[src/rtl/id_ex_stage.sv]
// id_ex_stage: RV32IM decode-to-execute pipeline register.
//   Decodes the ID instruction into an ALU select, operand sources, a
//   destination and load/store flags, and registers them for EX. ALU operands
//   and store data leave the stage combinationally, with optional forwarding.
//   Detects RAW hazards and raises a combinational stall.
//
// Ports
//   CLK, RESET            clock, synchronous active-high reset
//   id_*                  ID instruction, PC, register-file reads, immediate
//   flush                 squash the ID instruction (taken branch/jump)
//   stall_out             combinational: hold PC and IF/ID this cycle
//   exmem_rd/_result      EX/MEM destination and ALU result
//   memwb_rd/_result      MEM/WB destination and writeback value
//   ex_*                  EX-stage instruction: valid, operands, select, rd,
//                         store data, load/store flags
//
// Configuration
//   ID_EX_FORWARDING_EN   defined: forward from EX/MEM and MEM/WB and stall
//                         only on load-use. Undefined: no forwarding, stall on
//                         any RAW match against EX or EX/MEM; MEM/WB relies on
//                         a write-first register file.
module id_ex_stage #(
  parameter int unsigned XLEN = 32
) (
  input  logic            CLK,
  input  logic            RESET,
  input  logic            id_valid,
  input  logic [31:0]     id_instr,
  input  logic [XLEN-1:0] id_pc,
  input  logic [XLEN-1:0] id_rs1_data,
  input  logic [XLEN-1:0] id_rs2_data,
  input  logic [XLEN-1:0] id_imm,
  input  logic            flush,
  output logic            stall_out,
  input  logic [4:0]      exmem_rd,
  input  logic [XLEN-1:0] exmem_result,
  input  logic [4:0]      memwb_rd,
  input  logic [XLEN-1:0] memwb_result,
  output logic            ex_valid,
  output logic [XLEN-1:0] ex_data1,
  output logic [XLEN-1:0] ex_data2,
  output logic [4:0]      ex_select,
  output logic [XLEN-1:0] ex_store_data,
  output logic [4:0]      ex_rd,
  output logic            ex_mem_read,
  output logic            ex_mem_write
);

  localparam logic [6:0] OP_R      = 7'b0110011;
  localparam logic [6:0] OP_IMM    = 7'b0010011;
  localparam logic [6:0] OP_LOAD   = 7'b0000011;
  localparam logic [6:0] OP_STORE  = 7'b0100011;
  localparam logic [6:0] OP_BRANCH = 7'b1100011;
  localparam logic [6:0] OP_LUI    = 7'b0110111;
  localparam logic [6:0] OP_AUIPC  = 7'b0010111;
  localparam logic [6:0] OP_JAL    = 7'b1101111;
  localparam logic [6:0] OP_JALR   = 7'b1100111;

  localparam logic [4:0] SEL_ADD  = 5'd0;
  localparam logic [4:0] SEL_SLL  = 5'd1;
  localparam logic [4:0] SEL_SLT  = 5'd2;
  localparam logic [4:0] SEL_SLTU = 5'd3;
  localparam logic [4:0] SEL_SRL  = 5'd5;
  localparam logic [4:0] SEL_SUB  = 5'd16;
  localparam logic [4:0] SEL_SRA  = 5'd17;

  // Registered EX state. fw*_idx/st_idx are non-zero only where the operand
  // really comes from that register, so x0 and non-register sources never
  // pick up a forwarded value.
  typedef struct packed {
    logic            valid;
    logic [4:0]      select;
    logic [4:0]      rd;
    logic            mem_read;
    logic            mem_write;
    logic [4:0]      fw1_idx;
    logic [4:0]      fw2_idx;
    logic [4:0]      st_idx;
    logic [XLEN-1:0] op1;
    logic [XLEN-1:0] op2;
    logic [XLEN-1:0] st_val;
  } ex_state_t;

  ex_state_t ex_q, ex_d, dec;

  logic [6:0] opcode;
  logic [2:0] funct3;
  logic [6:0] funct7;
  logic [4:0] rs1, rs2, rd;
  logic       uses_rs1, uses_rs2;
  logic       op1_is_rs1, op2_is_rs2;
  logic       known;
  logic       hazard;

  assign opcode = id_instr[6:0];
  assign rd     = id_instr[11:7];
  assign funct3 = id_instr[14:12];
  assign rs1    = id_instr[19:15];
  assign rs2    = id_instr[24:20];
  assign funct7 = id_instr[31:25];

  // M-extension select codes (DIV/REM interleaved with their unsigned forms)
  function automatic logic [4:0] m_select(input logic [2:0] f3);
    case (f3)
      3'b000:  return 5'd8;
      3'b001:  return 5'd9;
      3'b010:  return 5'd10;
      3'b011:  return 5'd11;
      3'b100:  return 5'd12;
      3'b101:  return 5'd14;
      3'b110:  return 5'd13;
      default: return 5'd15;
    endcase
  endfunction

  // Instruction decode
  always_comb begin
    dec        = '0;
    dec.valid  = 1'b1;
    dec.rd     = rd;
    dec.op1    = id_rs1_data;
    dec.op2    = id_imm;
    dec.st_val = id_rs2_data;
    dec.select = SEL_ADD;
    uses_rs1   = 1'b0;
    uses_rs2   = 1'b0;
    op1_is_rs1 = 1'b0;
    op2_is_rs2 = 1'b0;
    known      = 1'b1;

    case (opcode)
      OP_R: begin
        uses_rs1   = 1'b1;
        uses_rs2   = 1'b1;
        op1_is_rs1 = 1'b1;
        op2_is_rs2 = 1'b1;
        dec.op2    = id_rs2_data;
        case (funct7)
          7'b0000000: dec.select = {2'b00, funct3};
          7'b0000001: dec.select = m_select(funct3);
          7'b0100000: begin
            if (funct3 == 3'b000)      dec.select = SEL_SUB;
            else if (funct3 == 3'b101) dec.select = SEL_SRA;
            else                       known = 1'b0;
          end
          default: known = 1'b0;
        endcase
      end
      OP_IMM: begin
        uses_rs1   = 1'b1;
        op1_is_rs1 = 1'b1;
        if (funct3 == 3'b101) dec.select = funct7[5] ? SEL_SRA : SEL_SRL;
        else                  dec.select = {2'b00, funct3};
      end
      OP_LOAD: begin
        uses_rs1     = 1'b1;
        op1_is_rs1   = 1'b1;
        dec.mem_read = 1'b1;
      end
      OP_STORE: begin
        uses_rs1      = 1'b1;
        uses_rs2      = 1'b1;
        op1_is_rs1    = 1'b1;
        dec.mem_write = 1'b1;
        dec.rd        = 5'd0;
      end
      OP_BRANCH: begin
        uses_rs1   = 1'b1;
        uses_rs2   = 1'b1;
        op1_is_rs1 = 1'b1;
        op2_is_rs2 = 1'b1;
        dec.op2    = id_rs2_data;
        dec.rd     = 5'd0;
        case (funct3[2:1])
          2'b00:   dec.select = SEL_SUB;
          2'b10:   dec.select = SEL_SLT;
          2'b11:   dec.select = SEL_SLTU;
          default: known = 1'b0;
        endcase
      end
      OP_LUI:   dec.op1 = '0;
      OP_AUIPC: dec.op1 = id_pc;
      OP_JAL: begin
        dec.op1 = id_pc;
        dec.op2 = XLEN'(4);
      end
      OP_JALR: begin
        // rs1 feeds the jump target elsewhere; the ALU computes the link
        uses_rs1 = 1'b1;
        dec.op1  = id_pc;
        dec.op2  = XLEN'(4);
      end
      default: known = 1'b0;
    endcase

    dec.fw1_idx = op1_is_rs1 ? rs1 : 5'd0;
    dec.fw2_idx = op2_is_rs2 ? rs2 : 5'd0;
    dec.st_idx  = uses_rs2 ? rs2 : 5'd0;

    // Unknown encodings travel as a valid ADD with no side effects
    if (!known) begin
      dec       = '0;
      dec.valid = 1'b1;
      uses_rs1  = 1'b0;
      uses_rs2  = 1'b0;
    end
  end

`ifdef ID_EX_FORWARDING_EN
  // Only a load in EX cannot be forwarded in time
  always_comb begin
    hazard = ex_q.valid && ex_q.mem_read && (ex_q.rd != 5'd0) &&
             ((uses_rs1 && (rs1 == ex_q.rd)) || (uses_rs2 && (rs2 == ex_q.rd)));
  end

  function automatic logic [XLEN-1:0] fwd(input logic [4:0]      idx,
                                          input logic [XLEN-1:0] file_val,
                                          input logic [4:0]      m_rd,
                                          input logic [XLEN-1:0] m_val,
                                          input logic [4:0]      w_rd,
                                          input logic [XLEN-1:0] w_val);
    if ((idx != 5'd0) && (idx == m_rd))      return m_val;
    else if ((idx != 5'd0) && (idx == w_rd)) return w_val;
    else                                     return file_val;
  endfunction

  // Operand forwarding, EX/MEM has priority over MEM/WB
  always_comb begin
    ex_data1      = fwd(ex_q.fw1_idx, ex_q.op1, exmem_rd, exmem_result,
                        memwb_rd, memwb_result);
    ex_data2      = fwd(ex_q.fw2_idx, ex_q.op2, exmem_rd, exmem_result,
                        memwb_rd, memwb_result);
    ex_store_data = fwd(ex_q.st_idx, ex_q.st_val, exmem_rd, exmem_result,
                        memwb_rd, memwb_result);
  end
`else
  logic unused_fwd;

  // Without forwarding, any pending writer in EX or EX/MEM blocks the reader
  always_comb begin
    hazard = 1'b0;
    if (ex_q.valid && (ex_q.rd != 5'd0) &&
        ((uses_rs1 && (rs1 == ex_q.rd)) || (uses_rs2 && (rs2 == ex_q.rd))))
      hazard = 1'b1;
    if ((exmem_rd != 5'd0) &&
        ((uses_rs1 && (rs1 == exmem_rd)) || (uses_rs2 && (rs2 == exmem_rd))))
      hazard = 1'b1;
  end

  always_comb begin
    ex_data1      = ex_q.op1;
    ex_data2      = ex_q.op2;
    ex_store_data = ex_q.st_val;
  end

  assign unused_fwd = ^{exmem_result, memwb_rd, memwb_result,
                        ex_q.fw1_idx, ex_q.fw2_idx, ex_q.st_idx};
`endif

  // Flush and reset both suppress the stall
  assign stall_out = !RESET && !flush && id_valid && hazard;

  // Next EX state: bubble on flush, stall or empty ID
  always_comb begin
    ex_d = dec;
    if (flush || stall_out || !id_valid) ex_d = '0;
  end

  always_ff @(posedge CLK) begin
    if (RESET) ex_q <= '0;
    else       ex_q <= ex_d;
  end

  assign ex_valid     = ex_q.valid;
  assign ex_select    = ex_q.select;
  assign ex_rd        = ex_q.rd;
  assign ex_mem_read  = ex_q.mem_read;
  assign ex_mem_write = ex_q.mem_write;

endmodule
[config.mk]
export PLATFORM = sky130hd
export DESIGN_NAME = id_ex_stage
export DESIGN_NICKNAME = d
export VERILOG_FILES = /design/src/rtl/id_ex_stage.sv
export SDC_FILE = /design/constraint.sdc
export NUM_CORES = 1
export LEC_CHECK = 0
export ABC_AREA = 1
export CAP_MARGIN = 30
export CORE_AREA = 8 8 128 130
export DETAILED_ROUTE_END_ITERATION = 6
export DIE_AREA = 0 0 136 138
export PLACE_DENSITY = 0.77
export SLEW_MARGIN = 25
export SYNTH_ARGS = -nofsm -noshare
export SYNTH_HDL_FRONTEND = slang
export SYNTH_SLANG_ARGS = --single-unit
[constraint.sdc]
create_clock -name CLK -period 3.26 [get_ports CLK]
set_clock_uncertainty 0.15 [all_clocks]
set_input_delay 0.652 -clock CLK [delete_from_list [all_inputs] [get_ports CLK]]
set_output_delay 0.652 -clock CLK [all_outputs]
set_load 0.01 [all_outputs]
==> results of run 1 <==
## flip-flops by register name, indices dropped and copies added, names as in the netlist
signal,count
ex_valid,1
ex_select,5
ex_data2,32
ex_data1,32
ex_mem_read,1
ex_rd,5
ex_mem_write,1
ex_store_data,32
## cells in the mapped netlist (all sizes together)
cell    number
nor3         3
inv        101
and2         1
or2         33
nor2       102
a31oi        1
a21oi       37
xor2         8
a41oi        1
xnor2        6
buf          8
o32ai        1
dfxtp      109
nand3       53
clkbuf      19
o211ai       1
o21ai        7
nand3b       1
nand2       56
a22oi       25
o22ai        2
nand4        4
## worst min-delay path, stage by stage
cell,delay (ns)
clkdlybuf4s50_1,0.39
inv_1,0.05
nor2_1,0.03
## per-stage QoR
| stage | instance area [um^2] | power [uW] |
|---|---|---|
| after global placement | 7680 | 1730 |
| after floorplan | 4520 | 1470 |
| after CTS | 7980 | 2810 |
| after detailed placement | 7690 | 1730 |
| after global routing | 7980 | 2900 |
| final | 7980 | 2780 |
## cells by family (layout without fill, tap and decap cells)
logic type                count (synthesis)  in the layout
buffers and inverters                   128            428
AOI/OAI and AO/OA                        75             75
DFF                                     109            109
xor gates and xnor gates                 14             14
and+or+nand+nor                         253            253
## cell type report
type,count,area [um^2],share of cell area (%)
clock inverter,6,60.1,0.753
inverter,101,380,4.77
multi-input combinational,342,1830,23.0
clock buffer,10,229,2.87
sequential,109,2180,27.3
timing repair buffer,311,3070,38.4
tap,184,230,2.88
## power groups by stage
stage                     registers, uW  clock network [uW]  logic (uW)
final                              1340                1070         366
after global routing               1340                1170         400
after CTS                          1340                1110         367
after detailed placement           1370                   0         365
after global placement             1370                   0         359
after floorplan                    1370                   0         101
## worst paths after layout
check,start,endpoint,slack (ns),depth (start not counted)
worst min-delay path,id_instr[7],ex_rd[0]$_SDFF_PP0_,0.67,3
worst min register to register,ex_valid$_SDFF_PP0_,ex_valid$_SDFF_PP0_,0.77,8
worst max-delay path,exmem_rd[1],stall_out,0.28,12
worst max register to register,ex_rd[4]$_SDFF_PP0_,ex_data2[10]$_SDFF_PP0_,1.34,11
## metal layers
layer | share of wire [%] | global-route usage [%] | vias up
met4 | 2.0 | 5.96 | 2
li1 | - | - | 2390
met5 | 0.081 | 0 | -
met2 | 52 | 30.7 | 167
met1 | 37 | 17.7 | 2115
met3 | 8.6 | 6.12 | 21
==> metrics.md, run 1 <==
| Metric | Value |
|---|---|
| Status | completed |
| Worst-path fanout max | 3 |
| I/O Buffers | 278 |
| Iter 0 DRT Violations | ~190 |
| Fin nets | 1112 |
| Delay-heaviest family, CP | simple AND/OR/NAND/NOR gates |
| Adder-cell area share of the yosys netlist | 0% |
| GR Overflow Total | 0 |
| Arrival time worst endpoint | approximately 2.2 ns |
| Synthesized net count | 817 |
| Die Span Y | 138 um |
| Avg Cell Area, Syn | 7.81 um^2 |
| Post-DR wirelength/cell | 15.2 um |
| Final HPWL from detailed placement | 12700 um |
| Post-Synth XOR/XNOR Area | 2.71% |
| First-pass GRT wire length | 25300 um |
| Largest net degree at the start of global routing | 65 |
| Worst-margin pin slew | 0.841 ns |
| Ys Warns | 0 |
| Slowest stage delay, CP | 0.52 ns |
| WL final | 16100 um |
| Die Footprint | 18800 um^2 |
| Ordered list of cells on the worst path | clkdlybuf4s50_1 > inv_1 > nand2_1 > nand4_1 > nor2_1 > nand2_1 > nand2_1 > nand2_1 > nand2_1 > nand3_1 > nor2_1 > clkbuf_2 |
| Commonest non-fill, non-tap cell in the layout | clkdlybuf4s50_1 |
| Largest family of logic cells by synthesized area | simple AND/OR/NAND/NOR gates |
| Hold crit path type | input pin to flop |
| Io pins | 348 |
| Total core area | 14300 um^2 |
| Via density | 4.42 |
| Post-CTS Resized | 2 |
| Setup TNS | 0 ns |
| Vias in the first global route | 4822 |
| Gp weighted congestion | 0.843 |
| #FFs+latches synth | 109 |
| Largest area contributor in the netlist | dfxtp_1 |
| Clk buf depth | 2 |
| Post-synthesis compound-gate area fraction | 9.99% |
| Area grow syn2layout | 76.5% |
| Cts bufs inserted | 9 |
| Hold_ws | between 0.6 and 0.7 ns |
| Flop pwr share | roughly 48% |
| Min Clock Period, post-route | ~3.0 ns |
| Internal power | 2110 uW |
| Fin cells | 1063 |
| Setup crit start kind | input pin |
| Clock sinks | 109 |
| Final period utilization | 91.5% |
| Syn Std Cell Area | 4520 um^2 |
| Power per cell area | 348 nW/um^2 |
| WP buf/inv | 3 |
| Register area share after synthesis | 48.3% |
| Post-CTS Setup Bufs | 0 |
| # hold bufs at CTS | 0 |
| Final Setup Violations | 0 |
| RSZ-0062 raised after global routing | no |
| Core Rows | 44 |
| CTS tree | done |
| Part of the power in combinational logic | 13.2% |
| Tot GR Track Use | 17.0% |
| Max H-tree Level | 3 |
| CTS Root Cell | clkbuf_16 |
| Final hold violations | 0 |
| Worst EP required | 2.46 ns |
| Residual DRC count | 0 |
| Fillcell total | 1304 |
| Die span in x | 136 um |
| Most frequent cells in the layout | clkdlybuf4s50_1, dfxtp_1, inv_1, nor2_1, nand2_1 |
| Post-Synthesis Cells | 579 |
| CP dominant cell by count | nand2_1 |
| DRT antenna net count | 0 |
| Switching portion of total power | 23.9% |
| Synth area leaders | dfxtp_1, inv_1, nand3_1 |
| Via count | 4695 |
| Max IR drop VDD | approximately 0.00023 V |
| Ant. Diodes | 0 |
| Yosys top cell area share | 48.3% |
| Synth Area in Simple Gates | roughly 27% |
| Post-Route Utilization | roughly 56% |
| Dpl ws | -0.245 ns |
| Crit Path Category | input pin to output port |
| CP Capture Type | output port |
| Worst rel slew slack | 43.7% |
| Net Switching | 663 uW |
| Fmax | 0.335 GHz |
| Setup ws final | roughly 0.28 ns |
| Clock share of power | 38.7% |
| Clock Latency Late Sink | 0.35 ns |
| DR pass1 iterations | 4 |
| Post-synth cell types | 31 |
| Initial Util | 31.6% |
| Slowest CP cell | clkdlybuf4s50_1 |
| Slew Viols, Final | 0 |
| Mux share of post-synthesis cell area | 0% |
| Antenna violations before repair | 1 |
| Clock slew at reported path FFs | 0.08 ns |
| # Max-Cap Violations | 0 |
| P_leak | 0.00351 uW |
| Share of layout cells above drive strength 1 | 15.1% |
| DP Cell Count | between 1000 and 1500 |
Power figures use the tool's default switching activity.
==> run 2, diff against run 1 <==
--- a/config.mk
+++ b/config.mk
@@ -7,10 +7,11 @@
 export LEC_CHECK = 0
 export ABC_AREA = 1
 export CAP_MARGIN = 30
-export CORE_AREA = 8 8 128 130
+export CORE_ASPECT_RATIO = 1.25
+export CORE_MARGIN = 8
+export CORE_UTILIZATION = 30
 export DETAILED_ROUTE_END_ITERATION = 6
-export DIE_AREA = 0 0 136 138
-export PLACE_DENSITY = 0.77
+export PLACE_DENSITY = 0.76
 export SLEW_MARGIN = 25
 export SYNTH_ARGS = -nofsm -noshare
 export SYNTH_HDL_FRONTEND = slang
==> constraint.sdc (replaced) <==
create_clock -name CLK -period 2.5 [get_ports CLK]
set_clock_uncertainty 0.15 [all_clocks]
set_input_delay 0.5 -clock CLK [delete_from_list [all_inputs] [get_ports CLK]]
set_output_delay 0.5 -clock CLK [all_outputs]
set_load 0.01 [all_outputs]
==> run 2 against run 1 <==
Against the previous run:
- cell area up 2.1%
- non-clock buffer count up 8
- die area up 2.7%
- critical path depth down 1
- critical path type unchanged
- highest routed layer is now met4
==> metrics.md, run 2 (same netlist as run 1, synthesis figures left out) <==
| Metric | Value |
|---|---|
| Slowest stage delay, CP | 0.41 ns (-0.11 ns) |
| Flop pwr share | 46.8% (-1.4 points) |
| Final hold violations | 0 (unchanged) |
| Post-DR wirelength/cell | 15.9 um (+4.7%) |
| Hold path start | id_instr[7] |
| Antenna violations before repair | 1 (unchanged) |
| Gp weighted congestion | 0.835 (-1.0%) |
| Commonest non-fill, non-tap cell in the layout | clkdlybuf4s50_1 |
| Most frequent cells in the layout | clkdlybuf4s50_1, dfxtp_1, inv_1, nor2_1, nand3_1 |
| RSZ-0062 raised after global routing | yes |
| Total core area | 14900 um^2 (+4.0%) |
| Hold crit path type | input pin to flop |
| Internal power | 2870 uW (+36%) |
| # hold bufs at CTS | 0 (unchanged) |
| Worst EP required | 1.85 ns (-0.61 ns) |
| Dpl ws | -0.601 ns (-0.356 ns) |
| Worst hold path endpoint | ex_rd[0]$_SDFF_PP0_ |
| Worst-path fanout max | 2 (-1) |
| Initial Util | 30.4% (-1.2 points) |
| Vias in the first global route | 4737 (-1.8%) |
| Die Span Y | 153 um (+11%) |
| Ordered list of cells on the worst path | clkdlybuf4s50_1 > nor2_2 > nand2_2 > nor2_4 > nor2_2 > nand2_1 > nand2_1 > nand3_2 > nand3_2 > nor2_1 > buf_2 |
| Hold depth | 3 (unchanged) |
| # Max-Cap Violations | 0 (unchanged) |
| Reg2reg setup slack | 0.39 ns (-0.95 ns) |
| DRT antenna net count | 0 (unchanged) |
| Arrival time worst endpoint | 1.81 ns (-0.37 ns) |
| Final Setup Violations | 0 (unchanged) |
| Clock sinks | 109 (unchanged) |
| Largest net degree at the start of global routing | 57 (-12%) |
| Hold_ws | 0.522 ns (-0.149 ns) |
| Clock Latency Late Sink | 0.35 ns (about the same) |
| Setup crit start kind | input pin |
| I/O Buffers | 278 (unchanged) |
| Io pins | 348 (unchanged) |
| Setup TNS | 0 ns (unchanged) |
| Slew Viols, Final | 0 (unchanged) |
| Final HPWL from detailed placement | 13200 um (+3.3%) |
| Cts bufs inserted | 9 (unchanged) |
| DP Cell Count | 1049 (+0.19%) |
| Area grow syn2layout | 80.2% |
| Iter 0 DRT Violations | 183 (-2.1%) |
| Switching portion of total power | 23.0% (-0.84 points) |
| R2r startpoint | ex_rd[4]$_SDFF_PP0_ |
| Min Clock Period, post-route | 2.46 ns |
| Max H-tree Level | 3 (unchanged) |
| Reg2Reg Depth | 12 (+1) |
| Fin cells | 1069 (+0.56%) |
| FF-to-FF End | ex_rd[1]$_SDFF_PP0_ |
| Die Footprint | 19300 um^2 (+2.7%) |
| Crit Path Category | input pin to output port |
| Max IR drop VDD | 0.000261 V (+16%) |
| Status | completed |
| Die span in x | 126 um (-7.5%) |
| Clock slew at reported path FFs | 0.07 ns (about the same) |
| Fmax | 0.406 GHz |
| Power per cell area | 457 nW/um^2 (+31%) |
| CP Capture Type | output port |
| Via count | 4649 (-0.98%) |
| P_leak | 0.00366 uW (+4.1%) |
| DR pass1 iterations | 4 (unchanged) |
| Residual DRC count | 0 (unchanged) |
| WL final | 17000 um (+5.3%) |
| Core Rows | 50 (+14%) |
| Net Switching | 857 uW (+29%) |
| Worst-margin pin slew | 0.374 ns (-0.467 ns) |
| Via density | 4.35 (-1.5%) |
| Setup ws final | 0.0381 ns (-0.238 ns) |
| Share of layout cells above drive strength 1 | 18.1% (+2.9 points) |
| CTS tree | done |
| GR Overflow Total | 0 (unchanged) |
| Worst rel slew slack | 75.1% (+31 points) |
| Clock share of power | 40.4% (+1.7 points) |
| CTS Root Cell | clkbuf_16 |
| Final period utilization | 98.5% |
| Slowest CP cell | clkdlybuf4s50_1 |
| Fin nets | 1120 (+0.72%) |
| Tot GR Track Use | 17.1% (+0.054 points) |
| Part of the power in combinational logic | 12.8% (-0.4 points) |
| Clk buf depth | 2 (unchanged) |
| First-pass GRT wire length | 25700 um (+1.7%) |
==> run 2: changes by cell type in the layout (fill, tap and decap cells not counted), moves of 5 or more <==
| cell | delta |
|---|---|
| nor2_1 | -9 |
| nand2_2 | +5 |
| dlygate4sd2_1 | +25 |
| clkdlybuf4s50_1 | -28 |
| buf_4 | +5 |
| nor2_4 | +5 |
| nand2_1 | -6 |
==> run 2: stage by stage <==
step	util, %	instance area, um^2	total power, uW
3_3_place_gp	51.9	7720	2260
5_1_grt	54.7	8150	3880
4_1_cts	54.2	8070	3770
3_5_place_dp	51.9	7720	2260
2_1_floorplan	-	4520	1920
6_report	54.7	8150	3720
==> run 2: area by class of cell <==
class,count,area [um^2]
multi-input combinational,342,1900
inverter,101,384
clock inverter,5,68.8
sequential,109,2180
tap,182,228
fill,1390,6740
timing repair buffer,319,3140
clock buffer,10,239
antenna,1,2.50
==> run 2: layer usage <==
metal / part of all wire [%] / wire length [um] / global-route usage (%) / up-vias
met4: 2.4 / 408 / 7.58 / 0
met2: 55 / 9390 / 32.3 / 134
met1: 37 / 6260 / 17.0 / 2084
li1: - / - / - / 2407
met3: 5.3 / 901 / 4.63 / 24
met5: 0 / 0 / 0 / -
==> run 2: worst max-delay path by stage <==
stage,start,depth (start not counted),to
3_3_place_gp,id_instr[1],10,stall_out
2_1_floorplan,id_instr[3],9,stall_out
4_1_cts,id_instr[26],11,stall_out
6_report,id_instr[31],11,stall_out
5_1_grt,id_instr[31],11,stall_out
3_5_place_dp,id_instr[1],10,stall_out
==> run 2: power groups by stage <==
stage          registers, uW  logic [uW]  clock network, uW
2_1_floorplan           1790         132                  0
3_3_place_gp            1780         473                  0
3_5_place_dp            1780         478                  0
4_1_cts                 1740         475               1560
5_1_grt                 1740         519               1620
6_report                1740         476               1500
==> run 2: worst max-delay path, delay by kind of cell <==
kind | cells | cell delay [ns]
AND/OR/NAND/NOR | 9 | 0.77
buffers and inverters | 2 | 0.55
==> run 2: what timing repair did <==
action	4_1_cts	5_1_grt
gates cloned	0	1
setup endpoints to repair	1	21
resized for setup	49	15
buffers inserted	3	0
hold endpoints to repair	0	0
pin swaps	19	9
==> run 3, diff against run 2 <==
--- a/config.mk
+++ b/config.mk
@@ -12,7 +12,9 @@
 export CORE_UTILIZATION = 30
 export DETAILED_ROUTE_END_ITERATION = 6
 export PLACE_DENSITY = 0.76
+export SETUP_SLACK_MARGIN = 0.02
 export SLEW_MARGIN = 25
 export SYNTH_ARGS = -nofsm -noshare
 export SYNTH_HDL_FRONTEND = slang
 export SYNTH_SLANG_ARGS = --single-unit
+export TNS_END_PERCENT = 5
==> run 3 against run 2 <==
Against the previous run:
- critical path depth stayed put
- global-route usage hardly changed
- die area stayed put
- flip-flop and latch count stayed put
==> metrics.md, run 3 (same netlist as run 1, synthesis figures left out) <==
| Metric | Value |
|---|---|
| P_leak | 0.00362 uW (-0.93%) |
| # Max-Cap Violations | 0 (unchanged) |
| Core Rows | 50 (unchanged) |
| Final instance area | 8100 um^2 (-0.60%) |
| Vias in the first global route | 4741 (+0.084%) |
| Worst-path fanout max | 2 (unchanged) |
| Clk buf depth | 2 (unchanged) |
| DP Cell Count | 1049 (unchanged) |
| Status | completed |
| Gp weighted congestion | 0.835 (unchanged) |
| Area grow syn2layout | 79.2% |
| Tot GR Track Use | 17.1% (about the same) |
| CTS tree | done |
| Arrival time worst endpoint | 1.80 ns (about the same) |
| Max H-tree Level | 3 (unchanged) |
| Share of layout cells above drive strength 1 | 17.9% (-0.13 points) |
| Setup crit start kind | input pin |
| R2r startpoint | ex_rd[4]$_SDFF_PP0_ |
| Most frequent cells in the layout | clkdlybuf4s50_1, dfxtp_1, inv_1, nor2_1, nand3_1 |
| Worst rel slew slack | 75.0% (-0.12 points) |
| Io pins | 348 (unchanged) |
| Setup ws final | 0.0531 ns (+0.0149 ns) |
| Reg2Reg Depth | 12 (unchanged) |
| WL final | 16700 um (-1.2%) |
| Total core area | 14900 um^2 (unchanged) |
| Clock slew at reported path FFs | 0.07 ns (about the same) |
| Post-DR wirelength/cell | 15.7 um (-1.3%) |
| Worst-margin pin slew | 0.375 ns (+0.00178 ns) |
| Crit Path Category | input pin to output port |
| Critical Path Start | id_instr[30] |
| Clock Latency Late Sink | 0.35 ns (about the same) |
| Via count | 4667 (+0.39%) |
| Min Clock Period, post-route | 2.45 ns (-0.0149 ns) |
| Initial Util | 30.4% (unchanged) |
| Largest net degree at the start of global routing | 57 (unchanged) |
| Die Span Y | 153 um (unchanged) |
| Post-Route Utilization | 54.4% (-0.33 points) |
| Max IR drop VDD | 0.000261 V (-0.17%) |
| # hold bufs at CTS | 0 (unchanged) |
| First-pass GRT wire length | 25700 um (about the same) |
| Final hold violations | 0 (unchanged) |
| I/O Buffers | 278 (unchanged) |
| Power per cell area | 459 nW/um^2 (+0.50%) |
| FF-to-FF End | ex_data1[9]$_SDFF_PP0_ |
| DRT antenna net count | 0 (unchanged) |
| Worst Setup EP | stall_out |
| CP Capture Type | output port |
| Via density | 4.36 (+0.29%) |
| Iter 0 DRT Violations | 172 (-6.0%) |
| Clock sinks | 109 (unchanged) |
| Cts bufs inserted | 9 (unchanged) |
| Antenna violations before repair | 1 (unchanged) |
| Final HPWL from detailed placement | 13200 um (unchanged) |
| Final period utilization | 97.9% (-0.60 points) |
| CTS Root Cell | clkbuf_16 |
| RSZ-0062 raised after global routing | yes |
| Worst EP required | 1.85 ns (about the same) |
| Reg2reg setup slack | 0.34 ns (-0.05 ns) |
| Placed inst area | 7720 um^2 (unchanged) |
| Dpl ws | -0.601 ns (unchanged) |
| DR pass1 iterations | 4 (unchanged) |
| Fin nets | 1121 (+0.089%) |
| Die Footprint | 19300 um^2 (unchanged) |
| Die span in x | 126 um (unchanged) |
| Fmax | 0.409 GHz (+0.61%) |
| Hold crit path type | input pin to flop |
| GR Overflow Total | 0 (unchanged) |
| Final Setup Violations | 0 (unchanged) |
| Commonest non-fill, non-tap cell in the layout | clkdlybuf4s50_1 |
| Fin cells | 1070 (+0.094%) |
| Slew Viols, Final | 0 (unchanged) |
| Residual DRC count | 0 (unchanged) |
==> run 3: power by group <==
group	switching, uW	leakage, uW	internal [uW]
combinational	167	0.00260	307
clock	686	0.000149	816
sequential	2.32	0.000878	1740
==> run 3: through the flow <==
step	hold slack (ns)	TNS, ns	total power, uW
floorplan	0.462	0	1920
global placement	0.711	-24.38	2260
detailed placement	0.704	-25.13	2260
CTS	0.486	0	3770
global route	0.524	-0.176	3880
finish	0.522	0	3720
==> run 3: what timing repair did <==
item	in CTS	in global routing
endpoints found under the setup margin	1	30
pin swaps	22	6
setup buffers	4	1
hold endpoints to repair	0	0
resized for setup	52	5
==> run 3: worst max-delay path: stages <==
cell	delay, ns
clkdlybuf4s50_1	0.49
inv_1	0.07
nand2_2	0.10
nor2_4	0.04
nor2_2	0.12
nand2_1	0.07
nand2_1	0.07
nand3_2	0.07
nand3_2	0.08
nor2_1	0.04
buf_2	0.13
==> run 3: worst min path at each step <==
stage / from / endpoint / slack, ns / depth (start not counted)
2_1_floorplan: id_instr[7] / ex_rd[0]$_SDFF_PP0_ / 0.46 / 2
3_3_place_gp: ex_valid$_SDFF_PP0_ / ex_valid$_SDFF_PP0_ / 0.71 / 8
3_5_place_dp: ex_valid$_SDFF_PP0_ / ex_valid$_SDFF_PP0_ / 0.70 / 8
4_1_cts: id_instr[5] / ex_mem_read$_SDFF_PP0_ / 0.49 / 4
5_1_grt: id_instr[8] / ex_rd[1]$_SDFF_PP0_ / 0.52 / 3
6_report: id_instr[7] / ex_rd[0]$_SDFF_PP0_ / 0.52 / 3
==> run 3: layout make-up <==
cell class              count  area, um^2
well taps                 182         228
clock inverters             5        68.8
flip-flops and latches    109        2180
inverters                 101         383
multi-input cells         342        1890
clock buffers              10         239
fillers                  1400        6790
diodes                      1        2.50
repair buffers            320        3110
==> run 3: routing by layer <==
layer	global-route usage (%)	vias up	part of all wire, %
met5	0	-	0
met2	32.3	142	55
met3	4.59	26	5.4
li1	-	2410	-
met4	7.58	0	2.5
met1	17.1	2089	37
